`src/rtl/arbitro_vc_destino.sv`:
```
// VC-to-destination arbiter: pops one VC head per cycle and pushes it, registered, to D0/D1.
// Optional round-robin between VCs is enabled with `define ARB_ROUND_ROBIN_EN (default: strict VC0 priority).
module arbitro_vc_destino #(
  parameter int BITBUS = 6,
  parameter int CNT_W  = 8
) (
  input  logic              clk,
  input  logic              reset,
  input  logic              active_in,
  input  logic [BITBUS-1:0] vc0_data,
  input  logic [BITBUS-1:0] vc1_data,
  input  logic              vc0_empty,
  input  logic              vc1_empty,
  input  logic              d0_almost_full,
  input  logic              d1_almost_full,
  output logic              vc0_pop,
  output logic              vc1_pop,
  output logic              d0_push,
  output logic              d1_push,
  output logic [BITBUS-1:0] d_data,
  output logic [CNT_W-1:0]  cnt_d0,
  output logic [CNT_W-1:0]  cnt_d1,
  output logic              idle
);

  logic              elig0, elig1;
  logic              grant0, grant1;
  logic [BITBUS-1:0] sel_data;
  logic              push0_d, push1_d, push0_q, push1_q;
  logic [BITBUS-1:0] data_d, data_q;
  logic [CNT_W-1:0]  cnt0_d, cnt1_d, cnt0_q, cnt1_q;
`ifdef ARB_ROUND_ROBIN_EN
  logic              last_d, last_q;  // 1 = VC1 granted last, so VC0 preferred next
`endif

  always_comb begin
    // Each VC only looks at the almost-full of its own destination: no HOL coupling.
    elig0 = active_in & ~vc0_empty & ~reset &
            ~(vc0_data[BITBUS-1] ? d1_almost_full : d0_almost_full);
    elig1 = active_in & ~vc1_empty & ~reset &
            ~(vc1_data[BITBUS-1] ? d1_almost_full : d0_almost_full);

`ifdef ARB_ROUND_ROBIN_EN
    if (elig0 && elig1) begin
      grant0 = last_q;
      grant1 = ~last_q;
    end else begin
      grant0 = elig0;
      grant1 = elig1;
    end
    last_d = last_q;
    if (grant0 || grant1) begin
      last_d = grant1;
    end
`else
    grant0 = elig0;
    grant1 = elig1 & ~elig0;
`endif

    sel_data = grant1 ? vc1_data : vc0_data;
    push0_d  = (grant0 | grant1) & ~sel_data[BITBUS-1];
    push1_d  = (grant0 | grant1) &  sel_data[BITBUS-1];
    data_d   = (grant0 | grant1) ? sel_data : data_q;
    cnt0_d   = cnt0_q + {{(CNT_W-1){1'b0}}, push0_d};
    cnt1_d   = cnt1_q + {{(CNT_W-1){1'b0}}, push1_d};
  end

  always_ff @(posedge clk or posedge reset) begin
    if (reset) begin
      push0_q <= 1'b0;
      push1_q <= 1'b0;
      data_q  <= '0;
      cnt0_q  <= '0;
      cnt1_q  <= '0;
`ifdef ARB_ROUND_ROBIN_EN
      last_q  <= 1'b1;
`endif
    end else begin
      push0_q <= push0_d;
      push1_q <= push1_d;
      data_q  <= data_d;
      cnt0_q  <= cnt0_d;
      cnt1_q  <= cnt1_d;
`ifdef ARB_ROUND_ROBIN_EN
      last_q  <= last_d;
`endif
    end
  end

  assign vc0_pop = grant0;
  assign vc1_pop = grant1;
  assign d0_push = push0_q;
  assign d1_push = push1_q;
  assign d_data  = data_q;
  assign cnt_d0  = cnt0_q;
  assign cnt_d1  = cnt1_q;
  assign idle    = ~push0_q & ~push1_q & vc0_empty & vc1_empty;

endmodule

```
`config.mk`:
```
export PLATFORM = sky130hd
export DESIGN_NAME = arbitro_vc_destino
export DESIGN_NICKNAME = d
export VERILOG_FILES = /design/src/rtl/arbitro_vc_destino.sv
export SDC_FILE = /design/constraint.sdc
export NUM_CORES = 1
export LEC_CHECK = 0
export ABC_AREA = 1
export BUFFER_PORTS_ARGS = -buffer_cell sky130_fd_sc_hd__buf_4
export CAP_MARGIN = 10
export CORE_UTILIZATION = 35
export CTS_BUF_LIST = sky130_fd_sc_hd__clkbuf_4 sky130_fd_sc_hd__clkbuf_8
export CTS_CLUSTER_SIZE = 16
export DETAILED_ROUTE_END_ITERATION = 10
export PLACE_DENSITY = 0.59
export SETUP_SLACK_MARGIN = 0.2
export SYNTH_ARGS = -nofsm -noshare
export SYNTH_HDL_FRONTEND = slang
export SYNTH_SLANG_ARGS = --single-unit
```
`constraint.sdc`:
```
create_clock -name clk -period 2.55 [get_ports clk]
set_input_delay 0.255 -clock clk [delete_from_list [all_inputs] [get_ports clk]]
set_output_delay 0.255 -clock clk [all_outputs]
set_load 0.01 [all_outputs]
```
**After elaboration in Yosys (flattened, before gate mapping)**

Index checks and enable logic that the tools add are counted.

- Register bits after elaboration: 24
- Bits of input ports: 19
- Output and inout bits: 27
- Word-level logic and storage cells: 32

- Add/subtract/negate cells: 2
- Muxes and demuxes: 3
- Bitwise logic cells: 22

Operator list:

| operator | count |
|---|---|
| 8-bit by 1-bit adder with 8-bit output | 2 |
| 1-bit bitwise AND | 12 |
| 1-bit NOT | 9 |
| 6-bit 2-to-1 mux | 1 |
| 1-bit 2-to-1 mux | 2 |
| 1-bit OR | 1 |

**Longest topological paths before layout**

Gate-level depths: netlist (run 1).

- Word-level depth: 10
- Depth in mapped cells: 14
- Gate-level depth less buffers: 14

**Worst setup path after synthesis (run 1)**

OpenSTA, ideal clock, no wires.

- Path type: input to register
- Start: input port reset
- End: register cnt1_q[7] (netlist: cnt_d1[7])
- Setup time: 79 ps
- Arrival time: 1927 ps
- Required time: 2471 ps
- Setup slack: 544 ps
- Stages: 13
- Path buffers: 0
- Path through: inv_2 nand3_1 nor2_4 nand2_2 nand2_1 nand3_1 inv_1 ha_1 nand3_2 inv_2 nand3_2 nor2_1 xor2_1

- Cells in the longest elaborated chain, start to end: 8
- Elaborated cells between the ends (all ways): 11
- Those cells by class: add/sub: 1; mux: 1; bitwise: 9

RTL lines:

| element | RTL line | source |
|---|---|---|
| from (decl) | 8 | `input logic reset,` |
| 1-bit NOT * | 38, 40 |  |
| 1-bit bitwise AND (2 in a row) | 38 | `elig0 = active_in & ~vc0_empty & ~reset &` |
| 1-bit NOT | 57 | `grant1 = elig1 & ~elig0;` |
| 1-bit bitwise AND | 57 |  |
| 1-bit OR or 6-bit 2-to-1 mux (tied branches) | 62, 60 |  |
| 1-bit bitwise AND * | 62 | `push1_d = (grant0 \| grant1) & sel_data[BITBUS-1];` |
| via push1_d | 29 | `logic push0_d, push1_d, push0_q, push1_q;` |
| 8-bit by 1-bit adder with 8-bit output * | 65 | `cnt1_d = cnt1_q + {{(CNT_W-1){1'b0}}, push1_d};` |
| via cnt1_d[7] | 31 | `logic [CNT_W-1:0] cnt0_d, cnt1_d, cnt0_q, cnt1_q;` |
| to (signal assigned) | 83 | `cnt1_q <= cnt1_d;` |
| to (decl) | 31 |  |

Mark *: on every way through the listed nets, which the timed path passes. The rest lies on a longest branch.
A chain may end at the register's enable or synchronous reset.

**Worst setup path in the final report (run 1)**

- Start: input port reset
- End: register cnt0_q[6] (netlist: cnt_d0[6])

- Cells in the longest elaborated chain, start to end: 9
- Elaborated cells between the ends (all ways): 12
- Those cells by class: add/sub: 1; mux: 1; bitwise: 10

RTL lines:

| element | RTL line | source |
|---|---|---|
| 1-bit NOT * | 38, 40 |  |
| 1-bit bitwise AND (2 in a row) | 38 |  |
| 1-bit NOT | 57 |  |
| 1-bit bitwise AND | 57 |  |
| 6-bit 2-to-1 mux | 60 | `sel_data = grant1 ? vc1_data : vc0_data;` |
| 1-bit NOT | 61 | `push0_d = (grant0 \| grant1) & ~sel_data[BITBUS-1];` |
| 1-bit bitwise AND * | 61 |  |
| via push0_d | 29 |  |
| 8-bit by 1-bit adder with 8-bit output * | 64 | `cnt0_d = cnt0_q + {{(CNT_W-1){1'b0}}, push0_d};` |
| via cnt0_d[6] | 31 |  |
| to (signal assigned) | 82 | `cnt0_q <= cnt0_d;` |
| to (decl) | 31 |  |

Marks and branches as above.

==> metrics.md, run 1 <==
| Metric | Value |
|---|---|
| Clock Skew | `about 0.00094 ns` |
| Routability cong. | `0.829` |
| Reg2Reg Setup Slack | `~1.3 ns` |
| Die Height | `between 50 and 60 um` |
| Most common cell after layout, fill and taps aside | `buf_4` |
| Library cells used by synthesis | `20` |
| Status | `complete, but fails checks` |
| Mapped Nets | `approximately 140` |
| Core area | `3030 sq um` |
| Pin count of the biggest net entering global routing | `25` |
| Setup CP Type | `in -> reg` |
| Port bufs | `45` |
| Clock-pin slew on the worst setup and hold paths | `approximately 0.12 ns` |
| Yosys top cell area share | `a little over half` |
| Register area share after synthesis | `a little over half` |
| Critical Path RT | `2.79 ns` |
| Maximum fanout along the worst path | `5` |
| Fin nets | `190` |
| PwrDens | `approximately 700 nW/um^2` |
| Worst relative slew slack | `about four fifths` |
| First-pass GRT wire length | `3730 um` |
| # clock sinks | `24` |
| Initial antenna violation count | `0` |
| Post-synth top area cell | `dfrtp_1` |
| Cells after synthesis | `roughly 120` |
| CTS tree | `done` |
| Critical Path Sink Type | `flip-flop` |
| Post-CTS Setup Bufs | `0` |
| CTS hold repair buffers | `0` |
| Mapped Avg Cell Area | `9.57 sq um` |
| Vias/cell | `4.45` |
| Routed Antenna Nets | `0` |
| ANT cells | `0` |
| Worst path slowest cell | `nor2_4` |
| Post-detail-place hpwl | `around 1800 um` |
| CTS root buf | `clkbuf_4` |
| IO Pins | `46` |
| FF-to-FF path depth | `5` |
| Post-route setup TNS | `0 ns` |
| Die X | `slightly below 60 um` |
| H-tree depth | `1` |
| Highest clock rate | `616 MHz` |
| RSZ-0062 raised after global routing | `false` |
| Failing checks | `design-rule violations` |
| Skew-Pair Late Insertion Delay | `around 0.3 ns` |
| Critical path arrival | `approximately 1.9 ns` |
| Cell count after placement | `about 210` |
| Synth top area cells | `dfrtp_1 (54%), nand2_1 (7.1%), xor2_1 (7.1%)` |
| Worst r2r dst | `cnt_d0[6]$_DFF_PP0_` |
| Vias in the first global route | `just under 900` |
| LEAKAGE | `a little under 0.0009 uW` |
| Most frequent cells in the layout | `buf_4 (46), dfrtp_1 (24), nand2_1 (21)` |
| Hold WC Path Type | `in -> async` |
| Total of max-cap violations | `0` |
| # setup viols final | `0` |
| Slew @ Worst Pin | `0.296 ns` |
| Setup crit start kind | `input port` |
| Router iterations before antenna repair | `7` |
| DRT iter0 DRCs | `18` |
| Die area | `around 3400 sq um` |
| CP max stage delay | `0.18 ns` |
| Final std cells w/o fill | `around 210` |
| Count of final hold-check violations | `0` |
| Share of cells above drive strength 1 | `around two fifths` |
| Overflow after GRT | `0` |
| Final Critical Period | `roughly 1.6 ns` |
| Number of remaining DRC errors | `1` |
| Via Count | `between 900 and 1000` |
| Tcrit/Tclk final | `63.7%` |
| Core Rows | `20` |
| Wire per inst | `roughly 10 um` |
| Initial Util | `~37%` |
| Synthesized flop and latch total | `24` |
| RR Startpoint | `cnt_d0[0]$_DFF_PP0_` |
| Worst path cell trace | `buf_4, inv_2, nand3_1, nor2_4, inv_2, nand2_2, inv_1, a21oi_2, ha_1, ha_1, nand3_1, nor2_1, xor2_1` |
| CTS max path bufs | `2` |
| VDD IR-drop max | `approximately 0.00025 V` |
| Max-slew violation count | `0` |
| Gates resized, CTS repair | `0` |
| Total wire length | `2160 um` |
| Worst setup path start | `reset` |
| Global Route Usage Sum | `between 10% and 20%` |
| TritonCTS Buffers | `3` |
| Mapped Area | `1110 sq um` |
| Layout area overhead | `38.1%` |
| Yosys warning total | `0` |
synth_stat cells, drive strengths merged:
library cell	instances
ha	4
nand3	17
dfrtp	24
xnor2	1
nor2	9
nand2	24
o21ai	1
nand4	2
nor3	2
inv	19
a21oi	4
xor2	9
worst max-delay path by stage:
stage / end / slack, ns / cells after the start
after floorplan: cnt_d1[7]$_DFF_PP0_ / 0.54 / 13
after global placement: cnt_d0[6]$_DFF_PP0_ / 0.65 / 13
after detailed placement: cnt_d1[7]$_DFF_PP0_ / 0.60 / 14
after CTS: cnt_d1[7]$_DFF_PP0_ / 0.93 / 14
after global routing: cnt_d0[7]$_DFF_PP0_ / 0.76 / 14
final: cnt_d0[6]$_DFF_PP0_ / 0.93 / 13
per-layer routing:
layer / track usage (%) / vias up / part of all wire (%)
met2: 25.5 / 43 / 49
met5: 0 / - / 0
met1: 17.5 / 419 / 43
met4: 4.08 / 0 / 1.2
met3: 2.86 / 3 / 6.9
li1: - / 465 / -
logic make-up after synthesis:
kind of cell | after synthesis | share of synthesized area [%]
compound gates | 5 | 2.59
buf+inv | 19 | 6.43
xor+xnor | 10 | 7.89
flops | 24 | 54.1
simple gates | 54 | 24.5
fa+ha+maj | 4 | 4.51
report_power, final:
group | internal (uW) | leakage (uW) | switching (uW)
clock | 55.2 | 0.0000138 | 103
sequential | 480 | 0.000293 | 94.0
combinational | 194 | 0.000566 | 170
total | 730 | 0.000873 | 367
through the flow:
| stage | util [%] | total power (uW) | setup WS (ns) | hold slack, ns | cell area, sq um |
|---|---|---|---|---|---|
| after floorplan | - | 734 | 0.544 | 0.142 | 1110 |
| after global placement | 49.9 | 948 | 0.650 | 0.368 | 1510 |
| after detailed placement | 49.9 | 953 | 0.597 | 0.376 | 1510 |
| after CTS | 50.6 | 1120 | 0.926 | 0.0196 | 1530 |
| after global routing | 50.6 | 1180 | 0.757 | 0.0339 | 1530 |
| final | 50.6 | 1100 | 0.925 | 0.0217 | 1530 |
registers in the layout, indices dropped and copies added (netlist names):
name	count
cnt_d0	8
cnt_d1	8
d0_push	1
d1_push	1
d_data	6
area by class of cell:
| type | count | area (sq um) |
|---|---|---|
| well taps | 44 | 55.1 |
| inverters | 19 | 71.3 |
| multi-input cells | 73 | 438 |
| clock buffers | 3 | 22.5 |
| repair buffers | 46 | 345 |
| fillers | 274 | 1500 |
| flip-flops and latches | 24 | 601 |
critical path, delay by kind of cell:
| family | cells | cell delay [ns] |
|---|---|---|
| and+or+nand+nor | 5 | 0.66 |
| adders and majority gates | 2 | 0.36 |
| buffers and inverters | 4 | 0.32 |
| xor gates and xnor gates | 1 | 0.16 |
| AOI/OAI and AO/OA | 1 | 0.11 |
(Power assumes the default switching activity.)
==> inputs of run 2 (changes only) <==
--- a/config.mk
+++ b/config.mk
@@ -12,7 +12,7 @@
 export CTS_BUF_LIST = sky130_fd_sc_hd__clkbuf_4 sky130_fd_sc_hd__clkbuf_8
 export CTS_CLUSTER_SIZE = 16
 export DETAILED_ROUTE_END_ITERATION = 10
-export PLACE_DENSITY = 0.59
+export PLACE_DENSITY = 0.62
 export SETUP_SLACK_MARGIN = 0.2
 export SYNTH_ARGS = -nofsm -noshare
 export SYNTH_HDL_FRONTEND = slang
==> constraint.sdc (replaced) <==
create_clock -name clk -period 1.4 [get_ports clk]
set_input_delay 0.14 -clock clk [delete_from_list [all_inputs] [get_ports clk]]
set_output_delay 0.14 -clock clk [all_outputs]
set_load 0.01 [all_outputs]
==> run 2 against run 1 <==
Effect of this change:
- the run ends with negative setup slack left
- non-clock buffer count is 33 higher
- design area is 38% higher
- count of clock-buffer cells in the layout stayed put
- register-to-register slack worse by 1.2 ns
- sequential share of layout area is 11 points lower
- global-route usage is 3.3 points higher
- critical endpoint is now cnt_d0[2]$_DFF_PP0_
==> metrics.md, run 2 (synthesized netlist as in run 1, its figures left out) <==
| Metric | Value |
|---|---|
| Status | `complete, but fails checks` |
| Failing checks | `negative setup slack` |
| Buffers & Inverters on Critical Path | `5 (+1)` |
| FF-to-FF path depth | `5 (unchanged)` |
| Layout Utilization | `70.0% (+19 points)` |
| Critical path arrival | `1.60 ns (-0.26 ns)` |
| Initial Util | `36.7% (unchanged)` |
| # setup viols final | `1 (+1)` |
| Vias/cell | `4.45 (about the same)` |
| DRT iter0 DRCs | `8 (-10)` |
| Final Critical Period | `1.41 ns` |
| Tcrit/Tclk final | `101%` |
| RSZ-0062 raised after global routing | `true` |
| Most frequent cells in the layout | `buf_4 (63), dfrtp_1 (24), nand2_1 (16)` |
| Max-slew violation count | `0 (unchanged)` |
| Power, Total | `2280 uW (+110%)` |
| Post-detail-place hpwl | `1940 um (+7.0%)` |
| Worst path cell trace | `buf_8, inv_4, nand2_2, nand2_2, nor2_4, buf_4, nand2_4, nand2_4, a21oi_4, ha_4, ha_4, buf_4, buf_6, xor2_1` |
| Fin nets | `223 (+17%)` |
| Count of final hold-check violations | `0 (unchanged)` |
| Clock-pin slew on the worst setup and hold paths | `0.12 ns (about the same)` |
| CTS max path bufs | `2 (unchanged)` |
| Placed instance area | `1680 sq um (+11%)` |
| Routability cong. | `0.784 (-5.3%)` |
| CTS tree | `done` |
| Worst relative slew slack | `79.5% (-0.79 points)` |
| Die area | `3400 sq um (unchanged)` |
| Critical Path RT | `1.59 ns (-1.20 ns)` |
| Skew-Pair Late Insertion Delay | `0.30 ns (about the same)` |
| Die Height | `58.3 um (unchanged)` |
| Port bufs | `45 (unchanged)` |
| Pin count of the biggest net entering global routing | `24 (-4.0%)` |
| Share of cells above drive strength 1 | `64.1% (+25 points)` |
| Delay-heaviest family, CP | `buffers and inverters` |
| Most common cell after layout, fill and taps aside | `buf_4` |
| LEAKAGE | `0.00109 uW (+25%)` |
| Overflow after GRT | `0 (unchanged)` |
| Crit. path cell count | `14 (+1)` |
| First-pass GRT wire length | `4550 um (+22%)` |
| Die X | `58.3 um (unchanged)` |
| Core Rows | `20 (unchanged)` |
| Via Count | `1076 (+16%)` |
| H-tree depth | `1 (unchanged)` |
| Number of remaining DRC errors | `0 (-1)` |
| # clock sinks | `24 (unchanged)` |
| Maximum fanout along the worst path | `4 (-1)` |
| Highest clock rate | `between 700 and 800 MHz` |
| Total wire length | `3060 um (+41%)` |
| Worst path slowest cell | `nor2_4` |
| Final worst setup slack | `-0.00791 ns (-0.933 ns)` |
| ANT cells | `0 (unchanged)` |
| Post-route setup TNS | `-0.00791 ns (-0.00791 ns)` |
| Clock Skew | `0.000666 ns (-0.000275 ns)` |
| Layout area overhead | `91.0%` |
| TritonCTS Buffers | `3 (unchanged)` |
| Critical Path Sink Type | `flip-flop` |
| Initial antenna violation count | `0 (unchanged)` |
| CP max stage delay | `0.17 ns (about the same)` |
| Hold WC Path Type | `in -> reg` |
| VDD IR-drop max | `0.000704 V (+180%)` |
| Place WS | `-0.332 ns (-0.929 ns)` |
| Vias in the first global route | `1079 (+23%)` |
| Routed Antenna Nets | `0 (unchanged)` |
| Router iterations before antenna repair | `4 (-3)` |
| Total of max-cap violations | `0 (unchanged)` |
| Core area | `3030 sq um (unchanged)` |
| Slew @ Worst Pin | `0.307 ns (+0.0119 ns)` |
| Global Route Usage Sum | `17.6% (+3.3 points)` |
| Hold depth | `3` |
| Setup crit start kind | `input port` |
| Setup CP Type | `in -> reg` |
| Cell area after layout | `2120 sq um (+38%)` |
| Wire per inst | `12.6 um (+22%)` |
| CTS root buf | `clkbuf_4` |
| IO Pins | `46 (unchanged)` |
| PwrDens | `1080 nW/um^2 (+50%)` |
-- run 2: cell count changes in the layout (fill, tap and decap cells not counted), sizes merged --
cell / change
dlygate4sd3: +1
buf: +32
-- run 2: path summary, 6_finish.rpt --
| path | from | endpoint | slack [ns] |
|---|---|---|---|
| hold / removal | vc1_data[2] | d_data[2]$_DFFE_PP0P_ | 0.05 |
| max in group asynchronous | reset | cnt_d0[1]$_DFF_PP0_ | 0.61 |
| hold reg to reg | cnt_d1[7]$_DFF_PP0_ | cnt_d1[7]$_DFF_PP0_ | 0.49 |
| setup / recovery | vc1_data[5] | cnt_d0[2]$_DFF_PP0_ | -0.008 |
| min in group asynchronous | reset | d1_push$_DFF_PP0_ | 0.43 |
| setup reg to reg | cnt_d0[0]$_DFF_PP0_ | cnt_d0[2]$_DFF_PP0_ | 0.12 |
-- run 2: final cells by class --
type / count / area (sq um)
inverter: 19 / 103
sequential: 24 / 601
timing repair buffer: 79 / 668
fill: 223 / 908
multi-input combinational: 73 / 671
clock buffer: 3 / 22.5
tap: 44 / 55.1
-- run 2: per-layer routing --
metal	up-vias	part of all wire [%]	global-route usage, %
met5	-	0	0
met2	31	56	34.3
met4	0	0.78	3.74
met1	511	39	19.3
met3	4	4.3	3.96
li1	530	-	-
-- run 2: timing repair --
item / CTS / global route
setup buffers: 13 / 7
setup endpoints to repair: 12 / 19
hold buffers: 1 / 0
pin swaps: 13 / 11
resized for setup: 25 / 35
endpoints found under the hold margin: 1 / 0
-- run 2: power by group --
part | internal, uW | total [uW] | switching (uW)
Clock | 100 | 292 | 192
Combinational | 462 | 864 | 401
Sequential | 874 | 1130 | 253
Total | 1440 | 2280 | 846
-- run 2: worst register-to-register path, cell delays in order (launching register included) --
cell     delay [ns]
dfrtp_1        0.44
ha_4           0.20
ha_4           0.17
buf_4          0.13
buf_6          0.10
xor2_1         0.13
-- run 2: metrics by stage --
step	std cells	hold WS (ns)
6_report	242	0.0480
5_1_grt	242	0.0523
4_1_cts	235	0.0441
3_5_place_dp	218	0.144
3_3_place_gp	218	0.142
2_1_floorplan	116	-0.0978
